File: config.mk
export PLATFORM = sky130hd
export DESIGN_NAME = div
export DESIGN_NICKNAME = d
export VERILOG_FILES = /design/src/rtl/div_pkg.sv /design/src/rtl/div.sv
export SDC_FILE = /design/constraint.sdc
export NUM_CORES = 1
export LEC_CHECK = 0
export CAP_MARGIN = 10
export CORE_MARGIN = 1.5
export CORE_UTILIZATION = 47
export DETAILED_ROUTE_END_ITERATION = 8
export PLACE_DENSITY = 0.83
export SYNTH_ARGS = -nofsm -noshare
export SYNTH_HDL_FRONTEND = slang
export SYNTH_SLANG_ARGS = --single-unit
export TNS_END_PERCENT = 5
File: constraint.sdc
create_clock -name clk -period 3.3 [get_ports clk]
set_clock_uncertainty 0.2 [all_clocks]
set_input_delay 0.33 -clock clk [delete_from_list [all_inputs] [get_ports clk]]
set_output_delay 0.33 -clock clk [all_outputs]
set_load 0.01 [all_outputs]
File: src/rtl/div_pkg.sv
// Shared defines for the divider: bus widths, handshake levels and FSM state encodings.
package div_pkg;

  localparam int RegBus       = 32;
  localparam int DoubleRegBus = 64;

  localparam logic              RstEnable         = 1'b1;
  localparam logic [RegBus-1:0] ZeroWord          = 32'h0000_0000;
  localparam logic              DivResultReady    = 1'b1;
  localparam logic              DivResultNotReady = 1'b0;
  localparam logic              DivStart          = 1'b1;
  localparam logic              DivStop           = 1'b0;

  typedef enum logic [1:0] {
    DivFree   = 2'b00,
    DivByZero = 2'b01,
    DivOn     = 2'b10,
    DivEnd    = 2'b11
  } div_state_t;

  // Absolute value of an operand when treated as signed, raw value otherwise.
  function automatic logic [RegBus-1:0] magnitude(input logic is_signed,
                                                  input logic [RegBus-1:0] v);
    return (is_signed && v[RegBus-1]) ? -v : v;
  endfunction

endpackage

File: src/rtl/div.sv
// Iterative 32/32 restoring divider: ready_o 34 edges after start (2 for divide-by-zero).
// Requester holds start_i until ready_o; result is held in DivEnd until start_i drops.
module div
  import div_pkg::*;
(
  input  logic                    clk,
  input  logic                    rst,
  input  logic                    signed_div_i,
  input  logic [RegBus-1:0]       opdata1_i,
  input  logic [RegBus-1:0]       opdata2_i,
  input  logic                    start_i,
  input  logic                    annul_i,
  output logic [DoubleRegBus-1:0] result_o,
  output logic                    ready_o
);

  div_state_t              state_q, state_d;
  logic [5:0]              cnt_q, cnt_d;
  logic [DoubleRegBus:0]   dividend_q, dividend_d;
  logic [RegBus-1:0]       divisor_q, divisor_d;
  logic                    signed_q, signed_d;
  logic                    neg1_q, neg1_d;
  logic                    neg2_q, neg2_d;
  logic [DoubleRegBus-1:0] result_d;
  logic                    ready_d;

  logic [DoubleRegBus:0]   shifted;
  logic [RegBus:0]         trial;
  logic                    trial_ok;
  logic [RegBus-1:0]       quo_fix, rem_fix;

  // A set bit 64 would mean the shifted remainder exceeds any 32-bit divisor.
  assign shifted  = {dividend_q[DoubleRegBus-1:0], 1'b0};
  assign trial    = shifted[DoubleRegBus:RegBus] - {1'b0, divisor_q};
  assign trial_ok = ~trial[RegBus] | dividend_q[DoubleRegBus];

  assign quo_fix = (signed_q && (neg1_q ^ neg2_q)) ? -dividend_q[RegBus-1:0]
                                                   :  dividend_q[RegBus-1:0];
  assign rem_fix = (signed_q && neg1_q) ? -dividend_q[DoubleRegBus-1:RegBus]
                                        :  dividend_q[DoubleRegBus-1:RegBus];

  always_comb begin
    state_d    = state_q;
    cnt_d      = cnt_q;
    dividend_d = dividend_q;
    divisor_d  = divisor_q;
    signed_d   = signed_q;
    neg1_d     = neg1_q;
    neg2_d     = neg2_q;
    result_d   = result_o;
    ready_d    = ready_o;

    case (state_q)
      DivFree: begin
        ready_d  = DivResultNotReady;
        result_d = {ZeroWord, ZeroWord};
        if (start_i == DivStart && !annul_i) begin
          signed_d   = signed_div_i;
          neg1_d     = signed_div_i & opdata1_i[RegBus-1];
          neg2_d     = signed_div_i & opdata2_i[RegBus-1];
          dividend_d = {{(RegBus+1){1'b0}}, magnitude(signed_div_i, opdata1_i)};
          divisor_d  = magnitude(signed_div_i, opdata2_i);
          cnt_d      = 6'd0;
          state_d    = (opdata2_i == ZeroWord) ? DivByZero : DivOn;
        end
      end

      DivByZero: begin
        state_d  = DivEnd;
        result_d = {ZeroWord, ZeroWord};
        ready_d  = DivResultReady;
      end

      DivOn: begin
        if (annul_i) begin
          state_d  = DivFree;
          cnt_d    = 6'd0;
          ready_d  = DivResultNotReady;
          result_d = {ZeroWord, ZeroWord};
        end else if (cnt_q != 6'd32) begin
          dividend_d = trial_ok ? {trial, shifted[RegBus-1:1], 1'b1} : shifted;
          cnt_d      = cnt_q + 6'd1;
        end else begin
          state_d  = DivEnd;
          cnt_d    = 6'd0;
          result_d = {rem_fix, quo_fix};
          ready_d  = DivResultReady;
        end
      end

      DivEnd: begin
        if (start_i == DivStop) begin
          state_d  = DivFree;
          ready_d  = DivResultNotReady;
          result_d = {ZeroWord, ZeroWord};
        end else begin
          ready_d  = DivResultReady;
        end
      end

      default: state_d = DivFree;
    endcase
  end

  always_ff @(posedge clk) begin
    if (rst == RstEnable) begin
      state_q    <= DivFree;
      cnt_q      <= 6'd0;
      dividend_q <= '0;
      divisor_q  <= ZeroWord;
      signed_q   <= 1'b0;
      neg1_q     <= 1'b0;
      neg2_q     <= 1'b0;
      result_o   <= {ZeroWord, ZeroWord};
      ready_o    <= DivResultNotReady;
    end else begin
      state_q    <= state_d;
      cnt_q      <= cnt_d;
      dividend_q <= dividend_d;
      divisor_q  <= divisor_d;
      signed_q   <= signed_d;
      neg1_q     <= neg1_d;
      neg2_q     <= neg2_d;
      result_o   <= result_d;
      ready_o    <= ready_d;
    end
  end

endmodule

* After elaboration in Yosys (flattened, before gate mapping)
Index checks and enable logic that the tools add are counted.
** Word-level totals
- Bits in writable memories :: 0
- Word-level logic and storage cells :: 71
- Bits in latches :: 0
- Memory bits (read-only) :: 0
- Output and inout port bits :: 65
- Memories :: 0
- Register bits after elaboration :: 173
- Bits of input ports :: 69
** Cells by class
- Order comparisons :: 0
- Reduce and logical (&&, ||, !) cells :: 15
- Div/mod/pow operators :: 0
- Bitwise operators :: 5
- Add/subtract/negate cells :: 6
- Muxes and demuxes :: 27
- Multipliers :: 0
- Eq/ne operators :: 9
- Shift operators :: 0
** Operator list (count)
- two-way mux 65 bit :: 4
- two-way mux 64 bit :: 3
- one-hot mux 64 bit (3 select lines) :: 1
- one-hot mux 65 bit (2 select lines) :: 1
- two-way mux 32 bit :: 4
- negation 32 bit :: 4
- subtractor 33 x 32 -> 33 bit :: 1
- zero test 32 bit :: 1
- two-way mux 6 bit :: 3
- one-hot mux 6 bit (2 select lines) :: 1
- two-way mux 2 bit :: 5
- != test 2 bit (second input constant) :: 4
- one-hot mux 2 bit (4 select lines) :: 1
- adder 6 x 1 -> 6 bit (second input constant) :: 1
- != test 6 bit (second input constant) :: 1
- AND reduction 2 bit :: 3
- logical AND 1 bit :: 5
- equality test 2 bit (second input constant) :: 2
- one-hot mux 1 bit (4 select lines) :: 1
- AND reduction 4 bit :: 1
- two-way mux 1 bit :: 3
- != test 3 bit (second input constant) :: 1
- AND reduction 3 bit :: 1
- AND 1 bit :: 2
- 8 further kinds :: 8

* Logic depth before layout (Yosys ltp)
Gate-level depths: netlist of the first run.
- Depth in word-level cells :: 7
- Gate-level depth with buffers :: 13
- Mapped depth without buffers :: 11

* Least setup slack after synthesis of the first run
No wires, ideal clock.
- Path type :: register -> register
- Start :: register dividend_q[46]
- End :: register dividend_q[40]
- Arrival :: 2.740 ns
- Setup time :: 0.128 ns
- Buffers on the path :: 3
- Path slack :: 0.232 ns
- Period minus slack after synthesis :: 3.068 ns
- Data required time :: 2.972 ns
- Stages on the path, launching flop included :: 13
- Cell sequence :: dfxtp_1 > ha_1 > clkbuf_1 > and3_1 > and2_1 > a32oi_1 > a21boi_2 > o32ai_2 > mux2i_1 > buf_4 > buf_8 > mux2i_1 > o21ai_1
** On the way
- Longest elaborated chain between the ends :: 7
** RTL lines
- start, declared :: line div.sv:19 : logic [DoubleRegBus:0] dividend_q, dividend_d;
- start signal, assigned :: line div.sv:119 : dividend_q <= dividend_d;
- subtractor 33 x 32 -> 33 bit :: line div.sv:34 : assign trial = shifted[DoubleRegBus:RegBus] - {1'b0, divisor_q};
- inverter 1 bit :: line div.sv:35 : assign trial_ok = ~trial[RegBus] | dividend_q[DoubleRegBus];
- bitwise OR 1 bit :: line div.sv:35
- two-way mux 65 bit :: line div.sv:81 : dividend_d = trial_ok ? {trial, shifted[RegBus-1:1], 1'b1} : shifted;
- two-way mux 65 bit :: line div.sv:80 : end else if (cnt_q != 6'd32) begin
- two-way mux 65 bit :: line div.sv:75 : if (annul_i) begin
- one-hot mux 65 bit (2 select lines) :: line div.sv:53 : case (state_q)
No other way between the ends. The select of a mux whose other input is x is not followed.
A chain may end at the register's enable or synchronous reset.

* Worst setup path after layout of the first run
- Start :: register divisor_q[9]
- End :: register dividend_q[60]
** On the way
- Longest elaborated chain between the ends :: 7
** RTL lines
- start, declared :: line div.sv:20 : logic [RegBus-1:0] divisor_q, divisor_d;
- start signal, assigned :: line div.sv:110 : divisor_q <= ZeroWord;
- start signal, assigned :: line div.sv:120 : divisor_q <= divisor_d;
- subtractor 33 x 32 -> 33 bit (*) :: line div.sv:34
- inverter 1 bit :: line div.sv:35
- bitwise OR 1 bit :: line div.sv:35
- two-way mux 65 bit (*) :: line div.sv:81
- two-way mux 65 bit (*) :: line div.sv:80
- two-way mux 65 bit (*) :: line div.sv:75
- one-hot mux 65 bit (2 select lines) (*) :: line div.sv:53
Every way passes the cells marked *; elsewhere a longest branch is shown, timed or not. The select of a mux whose other input is x is not followed.

==> results of run 1 <==
==> cells in the final DEF, fill, tap and decap left out, types with 14 or more instances in the layout <==
master           netlist  routed
nor2_1               172     170
clkdlybuf4s50_1        0     132
a21oi_1              131     129
inv_1                 64      63
clkbuf_16              0      18
a22oi_1               33      33
o21ai_0               84      83
xor2_1                53      53
ha_1                  38      31
dfxtp_1              173     172
mux2i_1               23      20
nor3_1                31      30
a31oi_1               15      15
nand2_1              136     136
xnor2_1               85      85
a211oi_1              39      39
nand3_1               30      30
or3_1                 16      15
o31ai_1               15      15
o211ai_1              14      14
o21ai_1               18      19
buf_4                  3      65
==> cell type report <==
type / count / area [um2]
clock buffers: 19 / 443
clock inverters: 13 / 164
fillers: 1973 / 9120
inverters: 64 / 240
multi-input cells: 1099 / 6980
flip-flops and latches: 173 / 3460
well taps: 285 / 357
repair buffers: 205 / 1940
==> logic make-up (layout without fill, tap and decap cells) <==
| family | after synthesis | after routing |
|---|---|---|
| xor+xnor | 138 | 138 |
| fa+ha+maj | 39 | 39 |
| buf+inv | 150 | 301 |
| mux | 23 | 23 |
| simple gates | 473 | 473 |
| flops | 173 | 173 |
| compound gates | 426 | 426 |
==> path summary, 6_finish.rpt <==
check                    start             end  slack, ns  depth (start not counted)
setup / recovery  divisor_q[9]  dividend_q[60]       0.06                         13
hold reg to reg   result_o[31]    result_o[31]       0.24                          2
hold / removal             rst    result_o[16]       0.20                          2
setup reg to reg  divisor_q[9]  dividend_q[60]       0.06                         13
==> layer usage <==
layer | track usage | share of wire | up-vias
met2 | 0.425 | 0.46 | 431
li1 | - | - | 5355
met5 | 0 | 0 | -
met3 | 0.0393 | 0.067 | 69
met4 | 0.0902 | 0.029 | 0
met1 | 0.348 | 0.44 | 5082
==> critical path: cells and delay by family, from the launching register on <==
kind | cells | cell delay (ns)
multiplexers | 2 | 0.48
flip-flops | 1 | 0.34
AO/OA/AOI/OAI | 5 | 0.94
adder cells (fa/ha/maj) | 1 | 0.26
buffers and inverters | 4 | 0.47
AND/OR/NAND/NOR | 1 | 0.40
==> sequential cells by signal, indices dropped and copies added, names as in the netlist <==
signal / cells
dividend_q: 65
result_o: 64
divisor_q: 32
cnt_q: 6
state_q: 2
neg1_q: 1
neg2_q: 1
ready_o: 1
signed_q: 1
==> through the flow <==
stage	power (mW)	utilization	cell area [um2]	setup WS [ns]
after global placement	4.24	0.563	12800	0.0422
after floorplan	3.71	-	10900	0.232
after CTS	6.35	0.591	13400	0.0136
after detailed placement	4.28	0.564	12800	-0.0396
after global routing	6.76	0.598	13600	-0.0296
final	6.44	0.598	13600	0.0557
==> cell usage after synthesis, types with 4 or more instances <==
cell type  count  area share
nor2_1       172       0.059
o32ai_1        4      0.0032
or2_2          5      0.0029
a211oi_1      39       0.027
o311ai_1       4      0.0032
a311oi_1       8      0.0064
nand2b_1      12      0.0069
nor3b_1        5      0.0034
nor3_1        31       0.014
o211ai_1      14      0.0096
nor4_1        10      0.0057
clkbuf_1      74       0.025
dfxtp_1      173        0.32
xor2_1        53       0.043
ha_1          38       0.044
inv_1         64       0.022
a22oi_1       33       0.023
o41ai_1        9      0.0072
a21oi_1      131       0.060
o21ai_0       84       0.039
mux2i_1       23       0.021
o31ai_1       15       0.010
o21ai_1       18      0.0083
a21o_1         8      0.0055
o2bb2a_1       7      0.0064
a41oi_1        4      0.0032
xnor2_1       85       0.068
or4_1          8      0.0055
nor2b_1        5      0.0029
a31oi_1       15      0.0086
and2_1        10      0.0057
o21a_1         4      0.0028
nand2_1      136       0.047
or3_1         16      0.0092
buf_2          6      0.0028
and3_1         7      0.0040
nand3_1       30       0.014
and4_1         6      0.0048
nand4_1        5      0.0029
==> power breakdown <==
group / leakage (nW) / internal [mW] / total [mW] / switching, mW
combinational: 3.37 / 0.842 / 1.99 / 1.14
sequential: 1.40 / 2.21 / 2.37 / 0.160
clock: 0.294 / 1.22 / 2.08 / 0.866
total: 5.07 / 4.27 / 6.44 / 2.17
==> timing repair <==
| action | 4_1_cts | 5_1_grt |
|---|---|---|
| endpoints found under the hold margin | 0 | 0 |
| resized for setup | 0 | 23 |
| setup endpoints to repair | 0 | 45 |
| setup buffers | 0 | 5 |
==> reports/qor.txt, run 1 <==
status - finished, final reports clean
Slew @ Worst Pin - 0.886 ns
Pleak - 5.07 nW
Final setup viols - 0
clock tree from TritonCTS - done
CTS Sinks - 173
antenna violations before repair - 0
largest net degree at the start of global routing - 68
Bufs on Longest Clock Path - 2
Vias/cell - 5.89
Synth Area in Compound Gates - 0.249
critical path cell sequence - inv_2 -> ha_4 -> buf_4 -> o211ai_1 -> or3_1 -> a311o_1 -> a21boi_2 -> o32ai_4 -> mux2i_4 -> buf_4 -> buf_6 -> mux2i_2 -> o21ai_1
die area - 24,100 um2
Setup TNS - 0 ns
Mapped Avg Cell Area - 7.68 um2
Max Clk Rate - 0.308 GHz
H-tree level count - 4
HP Class - input pin to register
fin crit period - 3.24 ns
count of final hold-check violations - 0
final WL - 31,400 um
initial DRC count - 1,049
Syn Nets - 1,530
EDFF count, synth - 0
CTS Buf Count - 17
# DRC - 0
Synth Register Bits - 173
register area share after synthesis - 0.317
cts-stage hold buffer count - 0
PortBufs - 133
ys flop type - dfxtp_1
Pins Over Slew Limit - 0
mux contribution to synthesized area - 0.0211
Slowest Stage Delay on Critical Path - 0.40 ns
Worst VDD drop - 0.000394 V
ys async rst share - 0
Synth Instances - 1,422
number of library cell types mapped by synthesis - 70
initial core utilization - 0.481
Critical Path Fanout Max - 10
Clk Latency, worst-skew pair - 0.43 ns
via count - 10,900
Post-Synth Adder-Cell Area - 0.0454
crit path kind - register to register
Data required, critical path - 3.38 ns
main combinational cell family by area after synthesis - compound AO/OA/AOI/OAI gates
layout cells sized above 1 - 0.0928
CP Launch Type - register
post-synthesis simple-gate area fraction - 0.203
Final nets - 1,668
global route total overflow - 0
core area - 22,700 um2
Die W - 155 um
Slew headroom - 0.409
ant diodes - 0
slowest CP cell - or3_1
xor/xnor share of the synthesized area - 0.111
clk slew on worst S/H paths - 0.07 ns
yosys warns - 0
vias in the first global route - 10,200
Global Route Usage Sum - 0.259
final non-filler cell total - 1,858
Final ANT Viol Nets - 0
DP HPWL - 23,700 um
Root Driver - clkbuf_16
Pre-antenna DRT Iters - 5
Pwr per Cell Area - 474 nW/um2
Max-Cap Viols - 0
Post-Syn Area - 10,900 um2
critical path arrival - 3.32 ns
row cnt - 55
IO Pins - 134
routed length per instance - 16.9 um
Worst Setup End Kind - register
crit-path most repeated cell - buf_4
global-route wire length before repair - 50,900 um
Die Ht - 155 um
Hold Slack - 0.204 ns
Area growth, synth to finish - 24.5%
Placed Cells - 1,820
Tcrit/Tclk final - 0.983
routability cong. - 0.890
No activity file was read; power rests on OpenSTA's default activity.
==> run 2: changes to the inputs <==
- SKIP_LAST_GASP: not set -> 1
==> reports/qor.txt, run 2 (synthesis gave the netlist of run 1 again) <==
Setup TNS - 0 ns (unchanged)
switching pwr - 2.17 mW (about the same)
Root Driver - clkbuf_16
Gate power share - 0.308 (about the same)
fin worst setup slack - 0.0528 ns (-0.00289 ns)
power share of the clock group - 0.323 (about the same)
Data required, critical path - 3.38 ns (about the same)
routability cong. - 0.890 (unchanged)
Worst VDD drop - 0.000394 V (about the same)
# DRC - 0 (unchanged)
Max-Cap Viols - 0 (unchanged)
H-tree level count - 4 (unchanged)
Die W - 155 um (unchanged)
crit path kind - register to register
ant diodes - 0 (unchanged)
Pre-antenna DRT Iters - 7 (+2)
Largest register FFs - 65 (unchanged)
met2 wire length - 14,500 um (+0.15%)
PortBufs - 133 (unchanged)
Pwr per Cell Area - 474 nW/um2 (about the same)
via count - 10,900 (+0.037%)
routed length per instance - 16.9 um (about the same)
die area - 24,100 um2 (unchanged)
Worst Setup End Kind - register
Final ANT Viol Nets - 0 (unchanged)
layout cells sized above 1 - 0.0928 (unchanged)
IO Pins - 134 (unchanged)
WL met3 - 2080 um (-1.7%)
row cnt - 55 (unchanged)
antenna violations before repair - 0 (unchanged)
count of final hold-check violations - 0 (unchanged)
initial DRC count - 1,046 (-0.29%)
core area - 22,700 um2 (unchanged)
Slew @ Worst Pin - 0.890 ns (+0.00346 ns)
Tcrit/Tclk final - 0.984 (about the same)
Final nets - 1,668 (unchanged)
Place WS - -0.0396 ns (unchanged)
clk slew on worst S/H paths - 0.07 ns (about the same)
CP Depth - 13 (unchanged)
top sig layer - met4
most frequent cells in the layout - dfxtp_1 (172), nor2_1 (170), nand2_1 (136)
vias in the first global route - 10,200 (unchanged)
Cell Area, Placed - 12,800 um2 (unchanged)
global-route wire length before repair - 50,900 um (unchanged)
Max Clk Rate - 0.308 GHz (about the same)
routed length on met1 - 14,000 um (+0.28%)
RSZ-0062 raised after global routing - yes
Largest regs - dividend_q x65, result_o x64, divisor_q x32
critical path cell sequence - inv_2 -> ha_4 -> buf_4 -> o211ai_1 -> or3_1 -> a311o_1 -> a21boi_2 -> o32ai_4 -> mux2i_4 -> buf_4 -> buf_6 -> mux2i_2 -> o21ai_1
Vias/cell - 5.89 (about the same)
fin crit period - 3.25 ns (+0.00289 ns)
Slew headroom - 0.407 (-0.00231)
status - finished, final reports clean
CP Launch Type - register
Bufs on Longest Clock Path - 2 (unchanged)
clock tree from TritonCTS - done
Pleak - 5.07 nW (about the same)
crit-path leading delay family - compound AO/OA/AOI/OAI gates
HP Class - input pin to register
critical path arrival - 3.33 ns (about the same)
initial core utilization - 0.481 (unchanged)
number of fill cells - 1,973 (unchanged)
slowest CP cell - or3_1
largest net degree at the start of global routing - 68 (unchanged)
DP HPWL - 23,700 um (unchanged)
Area growth, synth to finish - 24.5% (unchanged)
sequential share of power - 0.369 (about the same)
Pins Over Slew Limit - 0 (unchanged)
total power - 6.44 mW (about the same)
design area - 13,600 um2 (unchanged)
Critical Path Fanout Max - 10 (unchanged)
R2R depth - 13 (unchanged)
Final setup viols - 0 (unchanged)
Slowest Stage Delay on Critical Path - 0.40 ns (about the same)
global route total overflow - 0 (unchanged)
Hold Path Depth - 2 (unchanged)
Global Route Usage Sum - 0.259 (unchanged)
CTS Buf Count - 17 (unchanged)
CTS Sinks - 173 (unchanged)
Die Ht - 155 um (unchanged)
most common cell after layout, fill and taps aside - dfxtp_1
sw frac - 0.337 (about the same)
Clk Latency, worst-skew pair - 0.43 ns (about the same)
final WL - 31,400 um (about the same)
Biggest register - dividend_q
CP Buf/Inv Count - 4 (unchanged)
Cell Int Power - 4.27 mW (about the same)
crit-path most repeated cell - buf_4
[run 2: power by group through the flow]
stage	logic [mW]	clock network, mW	registers [mW]
after global routing	2.19	2.19	2.39
after CTS	1.89	2.10	2.37
after detailed placement	1.87	0	2.41
after floorplan	1.36	0	2.35
final	1.99	2.08	2.37
after global placement	1.84	0	2.40
[run 2: metal layers]
layer / vias to the layer above / track usage
li1: 5353 / -
met1: 5093 / 0.348
met4: 0 / 0.0902
met3: 69 / 0.0393
met5: - / 0
met2: 426 / 0.425
[run 2: through the flow]
| stage | util | std cells | hold slack (ns) |
|---|---|---|---|
| after detailed placement | 0.564 | 1820 | 0.240 |
| after floorplan | - | 1422 | 0.232 |
| after CTS | 0.591 | 1852 | 0.219 |
| final | 0.598 | 1858 | 0.199 |
| after global routing | 0.598 | 1858 | 0.239 |
| after global placement | 0.563 | 1819 | 0.233 |
[run 2: cell type report]
class	instances	area (um2)	share of cell area
sequential	173	3460	0.255
multi-input combinational	1099	6980	0.513
inverter	64	240	0.0177
timing repair buffer	205	1940	0.143
tap	285	357	0.0262
clock buffer	19	443	0.0326
clock inverter	13	164	0.0121
[run 2: what timing repair did]
item	4_1_cts	5_1_grt
resized for setup	0	22
hold buffers	0	0
endpoints found under the setup margin	0	45
setup buffers	0	5
[run 2: worst paths after layout]
kind / startpoint / end / slack (ns)
worst max-delay path: divisor_q[9] / dividend_q[60] / 0.05
worst min-delay path: rst / result_o[16] / 0.20
worst max register to register: divisor_q[9] / dividend_q[60] / 0.05
worst min register to register: result_o[31] / result_o[31] / 0.24
